File: config.mk
export PLATFORM = sky130hd
export DESIGN_NAME = sap_controller_sequencer_flat
export DESIGN_NICKNAME = d
export VERILOG_FILES = /design/src/rtl/sap_controller_sequencer_if.sv /design/src/rtl/sap_controller_sequencer.sv /design/src/flat_wrapper.sv
export SDC_FILE = /design/constraint.sdc
export NUM_CORES = 1
export LEC_CHECK = 0
export ABC_AREA = 1
export CAP_MARGIN = 10
export CORE_MARGIN = 3
export CORE_UTILIZATION = 38
export DETAILED_ROUTE_END_ITERATION = 8
export HOLD_SLACK_MARGIN = 0.02
export PLACE_DENSITY_LB_ADDON = 0.2
export SYNTH_ARGS = -nofsm -noshare
export SYNTH_HDL_FRONTEND = slang
export SYNTH_SLANG_ARGS = --single-unit
export TNS_END_PERCENT = 1
File: constraint.sdc
create_clock -name clk -period 1.15 [get_ports clk]
set_clock_uncertainty 0.05 [all_clocks]
set_input_delay 0.1725 -clock clk [delete_from_list [all_inputs] [get_ports clk]]
set_output_delay 0.1725 -clock clk [all_outputs]
set_load 0.02 [all_outputs]
File: src/rtl/sap_controller_sequencer_if.sv
// SAP-1 controller-sequencer bus: IR opcode in; T-state ring, 12-bit control word and halt out.
interface sap_controller_sequencer_if;
    localparam int unsigned OP_W = 4;
    localparam int unsigned T_W  = 6;

    logic [OP_W-1:0] opcode;
    logic [T_W-1:0]  t_state;
    logic            cp;
    logic            ep;
    logic            lm_bar;
    logic            ce_bar;
    logic            li_bar;
    logic            ei_bar;
    logic            la_bar;
    logic            ea;
    logic            su;
    logic            eu;
    logic            lb_bar;
    logic            lo_bar;
    logic            hlt;

    // Sequencer side
    modport master (
        input  opcode,
        output t_state, cp, ep, lm_bar, ce_bar, li_bar, ei_bar,
               la_bar, ea, su, eu, lb_bar, lo_bar, hlt
    );

    // Datapath side
    modport slave (
        output opcode,
        input  t_state, cp, ep, lm_bar, ce_bar, li_bar, ei_bar,
               la_bar, ea, su, eu, lb_bar, lo_bar, hlt
    );
endinterface

File: src/rtl/sap_controller_sequencer.sv
// SAP-1 controller-sequencer: one-hot T1..T6 ring decoded with the IR opcode into the control word.
// Define SAP_SEQ_SKIP_NOP_EN to end each instruction right after its last non-empty T-state.
module sap_controller_sequencer (
    input  logic                        clk,
    input  logic                        clr,
    sap_controller_sequencer_if.master  bus
);
    localparam int unsigned OP_W = 4;
    localparam int unsigned T_W  = 6;

    localparam logic [OP_W-1:0] OP_LDA = 4'b0000;
    localparam logic [OP_W-1:0] OP_ADD = 4'b0001;
    localparam logic [OP_W-1:0] OP_SUB = 4'b0010;
    localparam logic [OP_W-1:0] OP_OUT = 4'b1110;
    localparam logic [OP_W-1:0] OP_HLT = 4'b1111;

    localparam logic [T_W-1:0] T1 = 6'b000001;
    localparam logic [T_W-1:0] T2 = 6'b000010;
    localparam logic [T_W-1:0] T3 = 6'b000100;
    localparam logic [T_W-1:0] T4 = 6'b001000;
    localparam logic [T_W-1:0] T5 = 6'b010000;
    localparam logic [T_W-1:0] T6 = 6'b100000;

    logic [T_W-1:0] t_state_q;
    logic [T_W-1:0] t_state_d;
    logic           halted_q;
    logic           halted_d;

    logic op_lda;
    logic op_add;
    logic op_sub;
    logic op_out;
    logic op_hlt;
`ifdef SAP_SEQ_SKIP_NOP_EN
    logic op_nop;
`endif

    logic cp_c;
    logic ep_c;
    logic lm_bar_c;
    logic ce_bar_c;
    logic li_bar_c;
    logic ei_bar_c;
    logic la_bar_c;
    logic ea_c;
    logic su_c;
    logic eu_c;
    logic lb_bar_c;
    logic lo_bar_c;
    logic hlt_c;

    // Opcode decode
    always_comb begin
        op_lda = (bus.opcode == OP_LDA);
        op_add = (bus.opcode == OP_ADD);
        op_sub = (bus.opcode == OP_SUB);
        op_out = (bus.opcode == OP_OUT);
        op_hlt = (bus.opcode == OP_HLT);
`ifdef SAP_SEQ_SKIP_NOP_EN
        op_nop = !(op_lda || op_add || op_sub || op_out || op_hlt);
`endif
    end

    // State register: ring position and halt latch
    always_ff @(posedge clk) begin
        if (!clr) begin
            t_state_q <= T1;
            halted_q  <= 1'b0;
        end else begin
            t_state_q <= t_state_d;
            halted_q  <= halted_d;
        end
    end

    // Next state: ring advance; HLT parks the ring on T5 until clr
    always_comb begin
        t_state_d = t_state_q;
        halted_d  = halted_q;
        if (!halted_q) begin
            case (t_state_q)
                T1: t_state_d = T2;
                T2: t_state_d = T3;
                T3: t_state_d = T4;
                T4: begin
                    if (op_hlt) begin
                        t_state_d = T5;
                        halted_d  = 1'b1;
                    end
`ifdef SAP_SEQ_SKIP_NOP_EN
                    else if (op_out || op_nop) begin
                        t_state_d = T1;
                    end
`endif
                    else begin
                        t_state_d = T5;
                    end
                end
                T5: begin
`ifdef SAP_SEQ_SKIP_NOP_EN
                    if (op_lda) begin
                        t_state_d = T1;
                    end else begin
                        t_state_d = T6;
                    end
`else
                    t_state_d = T6;
`endif
                end
                T6:      t_state_d = T1;
                default: t_state_d = T1;
            endcase
        end
    end

    // Control word decode; everything inactive while clr is low
    always_comb begin
        cp_c     = 1'b0;
        ep_c     = 1'b0;
        lm_bar_c = 1'b1;
        ce_bar_c = 1'b1;
        li_bar_c = 1'b1;
        ei_bar_c = 1'b1;
        la_bar_c = 1'b1;
        ea_c     = 1'b0;
        su_c     = 1'b0;
        eu_c     = 1'b0;
        lb_bar_c = 1'b1;
        lo_bar_c = 1'b1;
        hlt_c    = 1'b0;
        if (clr) begin
            if (halted_q) begin
                hlt_c = 1'b1;
            end else begin
                case (t_state_q)
                    T1: begin
                        ep_c     = 1'b1;
                        lm_bar_c = 1'b0;
                    end
                    T2: cp_c = 1'b1;
                    T3: begin
                        ce_bar_c = 1'b0;
                        li_bar_c = 1'b0;
                    end
                    T4: begin
                        if (op_lda || op_add || op_sub) begin
                            ei_bar_c = 1'b0;
                            lm_bar_c = 1'b0;
                        end else if (op_out) begin
                            ea_c     = 1'b1;
                            lo_bar_c = 1'b0;
                        end else if (op_hlt) begin
                            hlt_c = 1'b1;
                        end
                    end
                    T5: begin
                        if (op_lda) begin
                            ce_bar_c = 1'b0;
                            la_bar_c = 1'b0;
                        end else if (op_add || op_sub) begin
                            ce_bar_c = 1'b0;
                            lb_bar_c = 1'b0;
                        end
                    end
                    T6: begin
                        if (op_add || op_sub) begin
                            eu_c     = 1'b1;
                            la_bar_c = 1'b0;
                            su_c     = op_sub;
                        end
                    end
                    default: ;
                endcase
            end
        end
    end

    assign bus.t_state = t_state_q;
    assign bus.cp      = cp_c;
    assign bus.ep      = ep_c;
    assign bus.lm_bar  = lm_bar_c;
    assign bus.ce_bar  = ce_bar_c;
    assign bus.li_bar  = li_bar_c;
    assign bus.ei_bar  = ei_bar_c;
    assign bus.la_bar  = la_bar_c;
    assign bus.ea      = ea_c;
    assign bus.su      = su_c;
    assign bus.eu      = eu_c;
    assign bus.lb_bar  = lb_bar_c;
    assign bus.lo_bar  = lo_bar_c;
    assign bus.hlt     = hlt_c;

    // At most one bus driver per state
    logic [4:0] bus_drv;
    assign bus_drv = {ep_c, ~ce_bar_c, ~ei_bar_c, ea_c, eu_c};

    a_bus_excl: assert property (@(posedge clk) $onehot0(bus_drv));
    a_halt_park: assert property (@(posedge clk) disable iff (!clr) halted_q |-> (t_state_q == T5));

endmodule
File: src/flat_wrapper.sv
// flat-port wrapper written by rule: the top's interface ports become plain ports
module sap_controller_sequencer_flat 
  (clk, clr, bus_opcode, bus_t_state, bus_cp, bus_ep, bus_lm_bar, bus_ce_bar, bus_li_bar, bus_ei_bar, bus_la_bar, bus_ea, bus_su, bus_eu, bus_lb_bar, bus_lo_bar, bus_hlt);
  sap_controller_sequencer_if bus_i ();
  input  logic clk;
  input  logic clr;
  input wire logic [$bits(bus_i.opcode)-1:0] bus_opcode;
  output wire logic [$bits(bus_i.t_state)-1:0] bus_t_state;
  output wire logic [$bits(bus_i.cp)-1:0] bus_cp;
  output wire logic [$bits(bus_i.ep)-1:0] bus_ep;
  output wire logic [$bits(bus_i.lm_bar)-1:0] bus_lm_bar;
  output wire logic [$bits(bus_i.ce_bar)-1:0] bus_ce_bar;
  output wire logic [$bits(bus_i.li_bar)-1:0] bus_li_bar;
  output wire logic [$bits(bus_i.ei_bar)-1:0] bus_ei_bar;
  output wire logic [$bits(bus_i.la_bar)-1:0] bus_la_bar;
  output wire logic [$bits(bus_i.ea)-1:0] bus_ea;
  output wire logic [$bits(bus_i.su)-1:0] bus_su;
  output wire logic [$bits(bus_i.eu)-1:0] bus_eu;
  output wire logic [$bits(bus_i.lb_bar)-1:0] bus_lb_bar;
  output wire logic [$bits(bus_i.lo_bar)-1:0] bus_lo_bar;
  output wire logic [$bits(bus_i.hlt)-1:0] bus_hlt;
  assign bus_i.opcode = bus_opcode;
  assign bus_t_state = bus_i.t_state;
  assign bus_cp = bus_i.cp;
  assign bus_ep = bus_i.ep;
  assign bus_lm_bar = bus_i.lm_bar;
  assign bus_ce_bar = bus_i.ce_bar;
  assign bus_li_bar = bus_i.li_bar;
  assign bus_ei_bar = bus_i.ei_bar;
  assign bus_la_bar = bus_i.la_bar;
  assign bus_ea = bus_i.ea;
  assign bus_su = bus_i.su;
  assign bus_eu = bus_i.eu;
  assign bus_lb_bar = bus_i.lb_bar;
  assign bus_lo_bar = bus_i.lo_bar;
  assign bus_hlt = bus_i.hlt;
  sap_controller_sequencer u_core (.clk(clk), .clr(clr), .bus(bus_i));
endmodule
==> impl_results.md, run 1 <==
* Critical path class: reg -> out
* Core Area at about 1200 um^2
* Register area at 151 um^2
* Area after DPL at between 900 and 1000 um^2
* Sink Count at 7
* Post-route cell area at 980 um^2
* Multi-input logic area at about 380 um^2
* Async SR Flop Fraction at 0%
* CP startpoint kind: flop
* Mapped cell area at 503 um^2
* Synth Instances at 84
* DRT antenna net count at 0
* I/O pin count at 25
* Worst-Margin Slew at 287 ps
* GP Congestion at 0.834
* CP Data Arrival Time at 1380 ps
* Max Cap Violations at 0
* PortBufs at 24
* Slew margin rel. at 80.8%
* Max Fclk at about 630 MHz
* First-pass GRT wire length at roughly 3300 um
* Share of the synthesized area in the top cell type at 27.9%
* Flop2flop setup slack at -70 ps
* Grt total ovfl at 0
* Failing checks: setup timing
* Die area at 1800 um^2
* TritonCTS clock tree: built
* # nets final at 139
* Final Cycle Share at 139%
* RSZ-0062 raised after global routing: true
* Hpwl dp at 1190 um
* Min-Delay Path Class: in -> reg
* Via density at 5.26
* Slew Limit Fails at 0
* Clk root buf: clkbuf_4
* Wire per inst at between 10 and 15 um
* Pwr/cell area at about 840 nW/um^2
* Top_reg_cell synth: dfxtp_1
* Die height at 42.4 um
* CTS Hold Bufs at 0
* Leakage at approximately 0.52 nW
* CTS clk-pin slew, worst paths at 50 ps
* 1st-pass router iterations at 4
* Via Count at 768
* CP Data Required Time at 930 ps
* Outcome: complete, but fails checks
* Top cells by count, synth: 22 x nand2_1, 11 x inv_1, 10 x nor2_1
* Later-pin clock latency in the skew report at roughly 270 ps
* Leading post-synthesis cells by cell area: dfxtp_1 28%, nand2_1 16%, inv_1 8.2%, nor2_1 7.5%, nand2_2 6.2%
* Vias in the first global route at approximately 780
* Critical Path Fanout Max at 3
* Fill cells at slightly below 80
* FP Rows at 12
* Antenna violations before repair at 0
* Register bit total from synthesis at 7
* Die span in x at approximately 42 um
* # DRC at 0
* Clock Path Buffers at 2
* 1st-iter DRT viols at 28
* Number of buffers created by CTS at 3
* Initial Util at 42.9%
* DRT Wirelength at 2080 um
* Synth cell types at 17
* Placed Cells incl. Taps at 138
* Post-synth EDFFs at 0
* ANT cells at 0
* Peak VDD IR at 0.00101 V
* Final min period at approximately 1600 ps
* Mapped Avg Cell Area at 5.99 um^2
* CP Capture Type: primary output
* Total Routing Usage GR at 24.1%
* Fin Setup TNS at -4780 ps
* Count leader, synth: nand2_1
* Synthesis warning total at 0
* Share of layout cells above drive strength 1 at a little under three fifths
* Final Hold Fails at 0
* Syn-to-layout area delta at 94.8%
* CTS H-tree lvls at 1
* Fin worst setup slack at -450 ps
* Dpl ws at -891 ps
* Sequential share of the synthesized area at 27.9%
* Post-route insts no fill at between 100 and 150
* Leading area contributor after synthesis: dfxtp_1
* Final setup fails at 15
* Synthesized net count at 90
* Pin count of the biggest net entering global routing at 7
## cell type report
class,count,share of cell area (%)
clock buffers,4,2.68
inverters,15,5.75
multi-input cells,62,38.6
well taps,14,1.79
repair buffers,44,35.8
flip-flops and latches,7,15.5
## cell usage in the layout (no fill, tap or decap), types with 2 or more instances in the layout
cell type / n
buf_6: 5
inv_2: 6
nand3_2: 2
nor2_4: 5
nand2_1: 20
buf_4: 24
nor2_2: 3
dlygate4sd2_1: 3
nand4_1: 2
nor2_1: 6
nand3_1: 4
nand2_2: 6
buf_2: 8
a21oi_1: 3
o21ai_0: 2
nand2_4: 2
inv_1: 9
clkbuf_4: 3
dfxtp_2: 6
## routing by layer
metal	GRT usage (%)	vias to the layer above	share of wire, %
met5	0	-	0
met4	14.3	0	6.2
met3	9.87	22	8.2
met2	41.0	43	51
met1	24.2	342	35
li1	-	361	-
## kinds of logic after synthesis
group | synth area share (%)
simple gates | 52.2
flops | 27.9
compound gates | 8.71
buf+inv | 11.2
## worst max-delay path: stages, from the launching register on
cell and delay, ps:
dfxtp_2 340, nor2_4 150, nand2_2 90, nor2_2 150, nand3_2 110, nand2_1 80
nand2_1 60, buf_6 130
## power by group
part	internal, mW	total [mW]	switching, mW
Clock	0.133	0.239	0.106
Sequential	0.258	0.280	0.0217
Combinational	0.130	0.299	0.169
Total	0.522	0.818	0.296
## through the flow
stage | hold slack, ps | utilization [%] | total power, mW
after floorplan | 253 | - | 0.426
after detailed placement | 464 | 78.3 | 0.555
final | 382 | 83.7 | 0.818
after global placement | 450 | 78.3 | 0.550
after global routing | 425 | 83.7 | 0.860
after CTS | 351 | 82.3 | 0.796
## final timing paths
kind | startpoint | to | depth (start not counted)
max reg2reg | u_core.bus.t_state[4]$_SDFFE_PN0N_ | u_core.bus.t_state[0]$_SDFFE_PN1N_ | 8
max | u_core.bus.t_state[1]$_SDFFE_PN0N_ | bus_la_bar | 7
min | clr | u_core.bus.t_state[4]$_SDFFE_PN0N_ | 3
min reg2reg | u_core.bus.t_state[5]$_SDFFE_PN0N_ | u_core.bus.t_state[5]$_SDFFE_PN0N_ | 2
## state kept, by name, indices dropped and copies added (netlist names)
register            cells
u_core.bus.t_state      6
u_core.halted_q         1
## repair_timing
item                                    CTS  global route
endpoints found under the hold margin     0             0
endpoints found under the setup margin   22            20
buffers inserted                          4             0
cloned                                    0             0
gates resized for setup                  92            15
pin swaps                                 7             1
No activity file was read; power rests on OpenSTA's default activity.
==> inputs of run 2 (changes only) <==
ABC_CLOCK_PERIOD_IN_PS = 1150   (was default)
==> results of run 2 <==
No change in the layout: final DEF, timing and power equal those of run 1.
